[src/rtl/i2s_pkg.sv]
// Shared constants for the I2S master-mode receiver: default slot geometry
// and the channel encoding used on the word-select line and out_chan.
package i2s_pkg;

  localparam int I2S_SLOT_W = 32;
  localparam int I2S_DATA_W = 24;

  localparam logic CH_LEFT  = 1'b0;
  localparam logic CH_RIGHT = 1'b1;

endpackage

[src/rtl/i2s_rx_slot_ctr.sv]
// Slot timing for the I2S receiver: bit counter, channel toggle, WS register
// and the capture-window decode (one-bit-delayed MSB-first data window).
module i2s_rx_slot_ctr
  import i2s_pkg::*;
#(
  parameter int SLOT_W = I2S_SLOT_W,
  parameter int DATA_W = I2S_DATA_W,
  localparam int CNT_W = $clog2(SLOT_W)
) (
  input  logic clk_in,
  input  logic reset,
  input  logic enable,
  output logic chan,
  output logic ws,
  output logic shift_en,
  output logic complete
);

  localparam logic [CNT_W-1:0] LAST_BIT = CNT_W'(SLOT_W - 1);
  localparam logic [CNT_W-1:0] DONE_BIT = CNT_W'(DATA_W);

  logic [CNT_W-1:0] bit_cnt;
  logic             wrap;
  logic             chan_nxt;

  assign wrap = (bit_cnt == LAST_BIT);

  always_comb begin
    chan_nxt = chan;
    if (!enable) begin
      chan_nxt = CH_LEFT;
    end else if (wrap) begin
      chan_nxt = (chan == CH_LEFT) ? CH_RIGHT : CH_LEFT;
    end
  end

  // ws is loaded with the same next value as chan so it changes exactly
  // on the cycle bit_cnt returns to 0.
  always_ff @(posedge clk_in) begin
    if (reset) begin
      bit_cnt <= '0;
      chan    <= CH_LEFT;
      ws      <= CH_LEFT;
    end else begin
      chan <= chan_nxt;
      ws   <= chan_nxt;
      if (!enable || wrap) begin
        bit_cnt <= '0;
      end else begin
        bit_cnt <= bit_cnt + 1'b1;
      end
    end
  end

  assign shift_en = enable && (bit_cnt != '0) && (bit_cnt <= DONE_BIT);
  assign complete = enable && (bit_cnt == DONE_BIT);

endmodule

[src/rtl/i2s_rx.sv]
// I2S master-mode receiver: drives WS, deserialises SD into signed samples and
// presents them on a valid/ready stream. Define I2S_RX_STEREO_EN for both slots.
module i2s_rx
  import i2s_pkg::*;
#(
  parameter int SLOT_W = I2S_SLOT_W,
  parameter int DATA_W = I2S_DATA_W
) (
  input  logic              clk_in,
  input  logic              reset,
  input  logic              enable,
  input  logic              i2s_sd,
  output logic              i2s_ws,
  output logic [DATA_W-1:0] out_data,
  output logic              out_chan,
  output logic              out_valid,
  input  logic              out_ready,
  output logic              overrun,
  input  logic              overrun_clr
);

  logic              chan;
  logic              shift_en;
  logic              complete;
  logic              take;
  logic              chan_cap;
  logic              accept;
  logic              lost;
  logic [DATA_W-1:0] sample;

  i2s_rx_slot_ctr #(
    .SLOT_W(SLOT_W),
    .DATA_W(DATA_W)
  ) u_slot_ctr (
    .clk_in  (clk_in),
    .reset   (reset),
    .enable  (enable),
    .chan    (chan),
    .ws      (i2s_ws),
    .shift_en(shift_en),
    .complete(complete)
  );

  // The sample is the held partial word plus the bit arriving this cycle,
  // so out_valid rises one clock after the last data bit.
  if (DATA_W > 1) begin : g_shift
    logic [DATA_W-2:0] shift;

    always_ff @(posedge clk_in) begin
      if (reset || !enable) begin
        shift <= '0;
      end else if (shift_en) begin
        shift <= sample[DATA_W-2:0];
      end
    end

    assign sample = {shift, i2s_sd};
  end else begin : g_no_shift
    assign sample = i2s_sd;
  end

`ifdef I2S_RX_STEREO_EN
  assign take     = complete;
  assign chan_cap = chan;
`else
  assign take     = complete && (chan == CH_LEFT);
  assign chan_cap = CH_LEFT;
`endif

  assign accept = out_valid && out_ready;
  assign lost   = take && out_valid && !out_ready;

  always_ff @(posedge clk_in) begin
    if (reset) begin
      out_data  <= '0;
      out_chan  <= CH_LEFT;
      out_valid <= 1'b0;
      overrun   <= 1'b0;
    end else begin
      if (take) begin
        out_data  <= sample;
        out_chan  <= chan_cap;
        out_valid <= 1'b1;
      end else if (accept) begin
        out_valid <= 1'b0;
      end
      if (lost) begin
        overrun <= 1'b1;
      end else if (overrun_clr) begin
        overrun <= 1'b0;
      end
    end
  end

endmodule
[config.mk]
export PLATFORM = sky130hd
export DESIGN_NAME = i2s_rx
export DESIGN_NICKNAME = d
export VERILOG_FILES = /design/src/rtl/i2s_pkg.sv /design/src/rtl/i2s_rx_slot_ctr.sv /design/src/rtl/i2s_rx.sv
export SDC_FILE = /design/constraint.sdc
export NUM_CORES = 1
export LEC_CHECK = 0
export BUFFER_PORTS_ARGS = -buffer_cell sky130_fd_sc_hd__buf_2
export CORE_AREA = 2 2 82 84
export CTS_CLUSTER_SIZE = 10
export DETAILED_ROUTE_END_ITERATION = 7
export DIE_AREA = 0 0 84 86
export HOLD_SLACK_MARGIN = 0.1
export SYNTH_ARGS = -nofsm -noshare
export SYNTH_HDL_FRONTEND = slang
export SYNTH_SLANG_ARGS = --single-unit
[constraint.sdc]
create_clock -name clk_in -period 3.07 [get_ports clk_in]
set_input_delay 0.614 -clock clk_in [delete_from_list [all_inputs] [get_ports clk_in]]
set_output_delay 0.614 -clock clk_in [all_outputs]
set_load 0.1 [all_outputs]
==> metrics.md, run 1 <==
| Metric | Value |
|---|---|
| Pwr dens | 514 nW/µm² |
| Slew headroom | 42.1% |
| Vias | 1424 |
| Clock Latency Late Sink | 0.30 ns |
| GRT overflow | 0 |
| CP endpoint kind | register |
| CP Launch Type | register |
| Worst Tran Pin Value | 0.868 ns |
| Setup Slack @ Placement | 1.12 ns |
| # rows | 29 |
| Maximum net fanout on the critical path | 26 |
| Fin Setup TNS | 0 ns |
| Clk root buf | clkbuf_8 |
| Starting Density | 34.6% |
| Cell Int Power | 997 µW |
| Number of global-route vias before repair | 1361 |
| Layout cell share with drive strength beyond 1 | 19.2% |
| CTS tree | yes |
| Dpl cell area | 2320 µm² |
| Max incr delay on CP | 0.83 ns |
| Comb power frac | 4.4% |
| Initial antenna violation count | 0 |
| Post-synthesis sequential area ratio | 50.7% |
| Core Footprint | 6280 µm² |
| # H-tree levels | 2 |
| IO Pins | 34 |
| Tot Pwr | 1250 µW |
| CTS buffer count | 5 |
| Post-Synthesis Cells | 218 |
| Flop pwr share | 57.1% |
| Die X | 84 µm |
| Crit path from | u_slot_ctr.bit_cnt[0]$_SDFF_PP0_ |
| Setup WS post-layout | 1.19 ns |
| Wirelength per Cell | 10.9 µm |
| Clock power share | 38.6% |
| GPL Wtd Cong | 0.716 |
| Synth cell types | 26 |
| Syn_nets | 227 |
| Cts repair resizes | 0 |
| Post-CTS setup repair buffer count | 0 |
| Unrepaired setup endpoints after global routing | false |
| Area grow syn2layout | 12.4% |
| Max-slew violations | 0 |
| Vias per cell | 4.42 |
| Max_cap viols | 0 |
| Post-route minimum period | 1.88 ns |
| # hold bufs at CTS | 0 |
| Tcrit/Tclk final | 61.2% |
| Final hold vios | 0 |
| WL final | 3.50 mm |
| Antenna Cells | 0 |
| Max clock buf depth | 2 |
| Arrival time worst endpoint | 2.10 ns |
| Status | finished, final reports clean |
| Switching power total | 258 µW |
| Maximum number of pins on one net before global-route repair | 31 |
| Port-buffer cells | 32 |
| Slowest CP cell | and4bb_2 |
| Worst Setup Path Type | reg -> reg |
| Avg Cell Area, Syn | 9.97 µm² |
| Lkg Pwr | 0.000944 µW |
| DP Wirelength | 2.39 mm |
| Clk_skew | 0.00564 ns |
| Worst hold path type | reg -> reg |
| Finished Cell Area | 2440 µm² |
| Drc violations | 0 |
| Die ar. | 7220 µm² |
| Min-Delay Startpoint | out_data[19]$_SDFFE_PP0P_ |
| Gr usage total | 9.95% |
| CTS sink count | 55 |
| Ys Warns | 0 |
| Synthesized area | 2170 µm² |
| WP data required | 3.29 ns |
| Yosys reg bits | 55 |
| Die height | 86 µm |
| Clk slew on worst S/H paths | 0.09 ns |
| VDD IR max | 0.228 mV |
| Nets | 253 |
| Core Util, Final | 38.9% |
| Fmax | 533 MHz |
| First-pass GRT wire length | 5.98 mm |
| Origin of the critical flop-to-flop path | u_slot_ctr.bit_cnt[0]$_SDFF_PP0_ |
| Final setup vio count | 0 |
| Post-route antenna net violation count | 0 |
| Sw frac | 20.5% |
| DR pass1 iterations | 4 |
| Starting DRT DRC Count | 60 |
| Crit path cell chain | inv_1, ha_1, nor2b_2, and4bb_2, mux2i_1 |
==> critical path, delay by kind of cell, from the launching register on <==
kind	cells	cell delay, ns
flops	1	0.34
simple gates	2	0.99
fa+ha+maj	1	0.14
mux	1	0.26
buf+inv	1	0.07
==> kinds of logic (layout without fill, tap and decap cells) <==
| logic type | count (synthesis) | count (layout) | synth area share [%] |
|---|---|---|---|
| other cells | 1 | 1 | 0.173 |
| mux | 48 | 48 | 22.3 |
| xor+xnor | 3 | 3 | 1.21 |
| fa+ha+maj | 3 | 3 | 1.73 |
| compound gates | 2 | 2 | 0.749 |
| simple gates | 88 | 88 | 17.1 |
| flops | 55 | 55 | 50.7 |
| buf+inv | 18 | 45 | 6.04 |
==> cells in the mapped netlist <==
| master | n | area, µm² |
|---|---|---|
| nand2_1 | 74 | 278 |
| dfxtp_1 | 55 | 1100 |
| mux2i_1 | 47 | 470 |
| clkbuf_1 | 7 | 26.3 |
| buf_6 | 3 | 33.8 |
| ha_1 | 3 | 37.5 |
| nor3_1 | 3 | 15.0 |
| nor3b_1 | 3 | 22.5 |
| buf_12 | 2 | 40.0 |
| buf_4 | 2 | 15.0 |
| inv_1 | 2 | 7.51 |
| nor2b_1 | 2 | 12.5 |
| xnor2_1 | 2 | 17.5 |
| a31o_2 | 1 | 8.76 |
| and3_2 | 1 | 7.51 |
| and4bb_2 | 1 | 12.5 |
| buf_2 | 1 | 5.00 |
| clkinv_1 | 1 | 3.75 |
| conb_1 | 1 | 3.75 |
| mux2_4 | 1 | 15.0 |
| nand3_1 | 1 | 5.00 |
| nor2_1 | 1 | 3.75 |
| nor2b_2 | 1 | 8.76 |
| o21a_1 | 1 | 7.51 |
| or2_0 | 1 | 6.26 |
| xor2_1 | 1 | 8.76 |
==> metal layers <==
metal	up-vias	wire, µm	track usage [%]
met5	-	0	0
met4	0	34	3.52
met3	5	147	2.69
met2	20	1530	16.5
met1	640	1780	12.5
li1	759	-	-
==> cell type report <==
| type | instances | area (µm²) |
|---|---|---|
| clock buffers | 6 | 82.6 |
| clock inverters | 2 | 35.0 |
| fillers | 655 | 3830 |
| inverters | 3 | 11.3 |
| multi-input cells | 145 | 941 |
| flip-flops and latches | 55 | 1100 |
| well taps | 77 | 96.3 |
| repair buffers | 34 | 175 |
==> worst paths after layout <==
path                                     to  slack (ns)  depth (start not counted)
setup / recovery   out_data[7]$_SDFFE_PP0P_        1.19                          5
hold / removal    out_data[19]$_SDFFE_PP0P_        0.46                          2
setup reg to reg   out_data[7]$_SDFFE_PP0P_        1.19                          5
hold reg to reg   out_data[19]$_SDFFE_PP0P_        0.46                          2
==> power by group through the flow <==
stage                     Clock, µW  Combinational (µW)  Sequential [µW]
after floorplan                   0                56.7              732
after detailed placement          0                55.8              733
after global routing            525                60.1              716
final                           484                54.6              716
after CTS                       504                55.8              716
after global placement            0                54.5              732
==> cell usage in the layout (no fill, tap or decap), types with 2 or more instances in the layout <==
cell type	instances
clkbuf_8	6
mux2i_1	47
inv_1	2
buf_2	32
nor3b_1	3
buf_4	2
ha_1	3
xnor2_1	2
dfxtp_1	55
nor3_1	3
nor2b_1	2
nand2_1	74
==> state kept, by name (all words and copies together) (netlist names) <==
signal and flops:
overrun 1, u_slot_ctr.chan 1, u_slot_ctr.bit_cnt 5, g_shift.shift 23
out_valid 1, out_data 24
==> stage by stage <==
| step | hold slack (ns) | instances |
|---|---|---|
| floorplan | 0.435 | 218 |
| global placement | 0.442 | 314 |
| detailed placement | 0.447 | 314 |
| CTS | 0.461 | 322 |
| global route | 0.480 | 322 |
| finish | 0.457 | 322 |
No activity file was read; power rests on OpenSTA's default activity.
==> run 2: changes to the inputs <==
==> constraint.sdc (replaced) <==
create_clock -name clk_in -period 1.88 [get_ports clk_in]
set_input_delay 0.376 -clock clk_in [delete_from_list [all_inputs] [get_ports clk_in]]
set_output_delay 0.376 -clock clk_in [all_outputs]
set_load 0.1 [all_outputs]
==> metrics.md, run 2 (synthesized netlist as in run 1, its figures left out) <==
| Metric | Value |
|---|---|
| Status | finished, final reports clean (unchanged) |
| CP endpoint kind | register (unchanged) |
| Initial antenna violation count | 0 (unchanged) |
| VDD IR max | 0.307 mV (was 0.228 mV) |
| Worst Setup Path Type | reg -> reg (unchanged) |
| First-pass GRT wire length | 6.24 mm (was 5.98 mm) |
| Worst hold path type | in -> reg (was reg -> reg) |
| Tot Pwr | 1880 µW (was 1250 µW) |
| Gr usage total | 10.7% (was 9.95%) |
| Pwr dens | 768 nW/µm² (was 514 nW/µm²) |
| Number of global-route vias before repair | 1431 (was 1361) |
| CTS tree | yes (unchanged) |
| Tcrit/Tclk final | 86.8% (was 61.2%) |
| Clk root buf | clkbuf_8 (unchanged) |
| Cell Int Power | 1460 µW (was 997 µW) |
| WP data required | 2.11 ns (was 3.29 ns) |
| Clock power share | 32.9% (was 38.6%) |
| DP Wirelength | 2.57 mm (was 2.39 mm) |
| Clock Latency Late Sink | 0.30 ns (about the same) |
| Max reg flops | 24 (unchanged) |
| Most frequent cells in the layout | 74 x nand2_1, 55 x dfxtp_1, 47 x mux2i_1, 32 x buf_2, 5 x clkbuf_8 (was 74 x nand2_1, 55 x dfxtp_1, 47 x mux2i_1, 32 x buf_2, 6 x clkbuf_8) |
| Fin Setup TNS | 0 ns (unchanged) |
| Wirelength per Cell | 11.3 µm (was 10.9 µm) |
| Die X | 84 µm (unchanged) |
| Unrepaired setup endpoints after global routing | false (unchanged) |
| Vias | 1488 (was 1424) |
| Starting DRT DRC Count | 57 (was 60) |
| Sw frac | 22.6% (was 20.5%) |
| Flop pwr share | 62.2% (was 57.1%) |
| Comb power frac | 4.9% (was 4.4%) |
| Final setup vio count | 0 (unchanged) |
| Core Footprint | 6280 µm² (unchanged) |
| Maximum number of pins on one net before global-route repair | 25 (was 31) |
| Post-route antenna net violation count | 0 (unchanged) |
| Min-Delay Startpoint | i2s_sd (was out_data[19]$_SDFFE_PP0P_) |
| Vias per cell | 4.58 (was 4.42) |
| CP Launch Type | register (unchanged) |
| Max-slew violations | 0 (unchanged) |
| CTS sink count | 55 (unchanged) |
| GPL Wtd Cong | 0.737 (was 0.716) |
| Max_cap viols | 0 (unchanged) |
| Port-buffer cells | 32 (unchanged) |
| Die ar. | 7220 µm² (unchanged) |
| Fmax | 613 MHz (was 533 MHz) |
| Drc violations | 0 (unchanged) |
| Arrival time worst endpoint | 1.86 ns (was 2.10 ns) |
| Most common cell after layout, fill and taps aside | nand2_1 (unchanged) |
| # H-tree levels | 2 (unchanged) |
| Antenna Cells | 0 (unchanged) |
| Post-route minimum period | 1.63 ns (was 1.88 ns) |
| Clk slew on worst S/H paths | 0.09 ns (about the same) |
| CTS buffer count | 5 (unchanged) |
| Lkg Pwr | 0.000948 µW (was 0.000944 µW) |
| Crit path from | u_slot_ctr.bit_cnt[0]$_SDFF_PP0_ (unchanged) |
| Minimum setup slack among reg-to-reg paths | 0.25 ns (was 1.19 ns) |
| Clk_skew | 0.00418 ns (was 0.00564 ns) |
| Switching power total | 425 µW (was 258 µW) |
| Nets | 256 (was 253) |
| Hold path depth | 3 (was 2) |
| Biggest regs | out_data (24), g_shift.shift (23), u_slot_ctr.bit_cnt (5) (unchanged) |
| Area grow syn2layout | 12.6% (was 12.4%) |
| IO Pins | 34 (unchanged) |
| Origin of the critical flop-to-flop path | u_slot_ctr.bit_cnt[0]$_SDFF_PP0_ (unchanged) |
| # rows | 29 (unchanged) |
| Layout cell share with drive strength beyond 1 | 20.2% (was 19.2%) |
| Post-CTS setup repair buffer count | 0 (unchanged) |
| R2R cell count | 6 (was 5) |
| Maximum net fanout on the critical path | 14 (was 26) |
| Final hold vios | 0 (unchanged) |
| R2R Path End | out_data[10]$_SDFFE_PP0P_ (was out_data[7]$_SDFFE_PP0P_) |
| WL final | 3.68 mm (was 3.50 mm) |
| Starting Density | 34.6% (unchanged) |
| Largest Register | out_data (unchanged) |
| GRT overflow | 0 (unchanged) |
| DR pass1 iterations | 4 (unchanged) |
| Hold endpoint | out_data[0]$_SDFFE_PP0P_ (was out_data[19]$_SDFFE_PP0P_) |
| Die height | 86 µm (unchanged) |
| Max clock buf depth | 2 (unchanged) |
## run 2: cell count changes in the layout (fill, tap and decap cells not counted)
cell,previous run,this run
and4bb_2,1,0
and4bb_4,0,1
buf_12,0,1
buf_4,2,4
bufinv_16,1,0
clkbuf_8,6,5
clkinv_2,1,3
## run 2: worst max-delay path by stage
stage / endpoint / depth (start not counted)
after global placement: out_data[16]$_SDFFE_PP0P_ / 6
final: out_data[10]$_SDFFE_PP0P_ / 6
after global routing: out_data[14]$_SDFFE_PP0P_ / 6
after detailed placement: out_data[4]$_SDFFE_PP0P_ / 6
after floorplan: out_valid$_SDFFE_PP0P_ / 4
after CTS: out_data[4]$_SDFFE_PP0P_ / 6
## run 2: what timing repair did
| action | 4_1_cts | 5_1_grt |
|---|---|---|
| hold buffers | 0 | 0 |
| setup endpoints to repair | 0 | 13 |
| resized for setup | 0 | 1 |
## run 2: power by group through the flow
stage	combinational (µW)	clock, µW	sequential, µW
after global routing	103	687	1170
final	92.9	618	1170
after global placement	94.3	0	1200
after detailed placement	94.1	0	1200
after CTS	94.6	653	1170
after floorplan	92.6	0	1200
## run 2: area by class of cell
cell class	instances	area (µm²)
multi-input combinational	145	945
clock inverter	3	15.0
fill	669	3830
clock buffer	5	68.8
timing repair buffer	37	210
inverter	3	11.3
tap	77	96.3
sequential	55	1100
## run 2: per-stage QoR
stage	std cells	worst slack (ns)	util (%)	hold WS, ns	area [µm²]
6_report	325	0.248	39.0	0.326	2450
5_1_grt	325	0.0780	39.0	0.331	2450
4_1_cts	325	0.0957	38.9	0.317	2440
3_5_place_dp	317	0.0964	37.6	0.446	2360
3_3_place_gp	317	0.180	37.6	0.444	2360
2_1_floorplan	218	0.0203	-	0.435	2170
## run 2: worst max-delay path: stages (launching register included)
cell and delay, ns:
dfxtp_1 0.34, inv_1 0.06, ha_1 0.12, nor2b_2 0.18, and4bb_4 0.46, buf_12 0.21
mux2i_1 0.19
## run 2: layer usage
layer,GRT usage [%],vias up,routed length [µm],part of all wire [%]
met4,4.84,0,73,2.0
li1,-,771,-,-
met2,17.5,20,1720,47
met1,13.6,690,1760,48
met3,2.50,7,125,3.4
met5,0,-,0,0
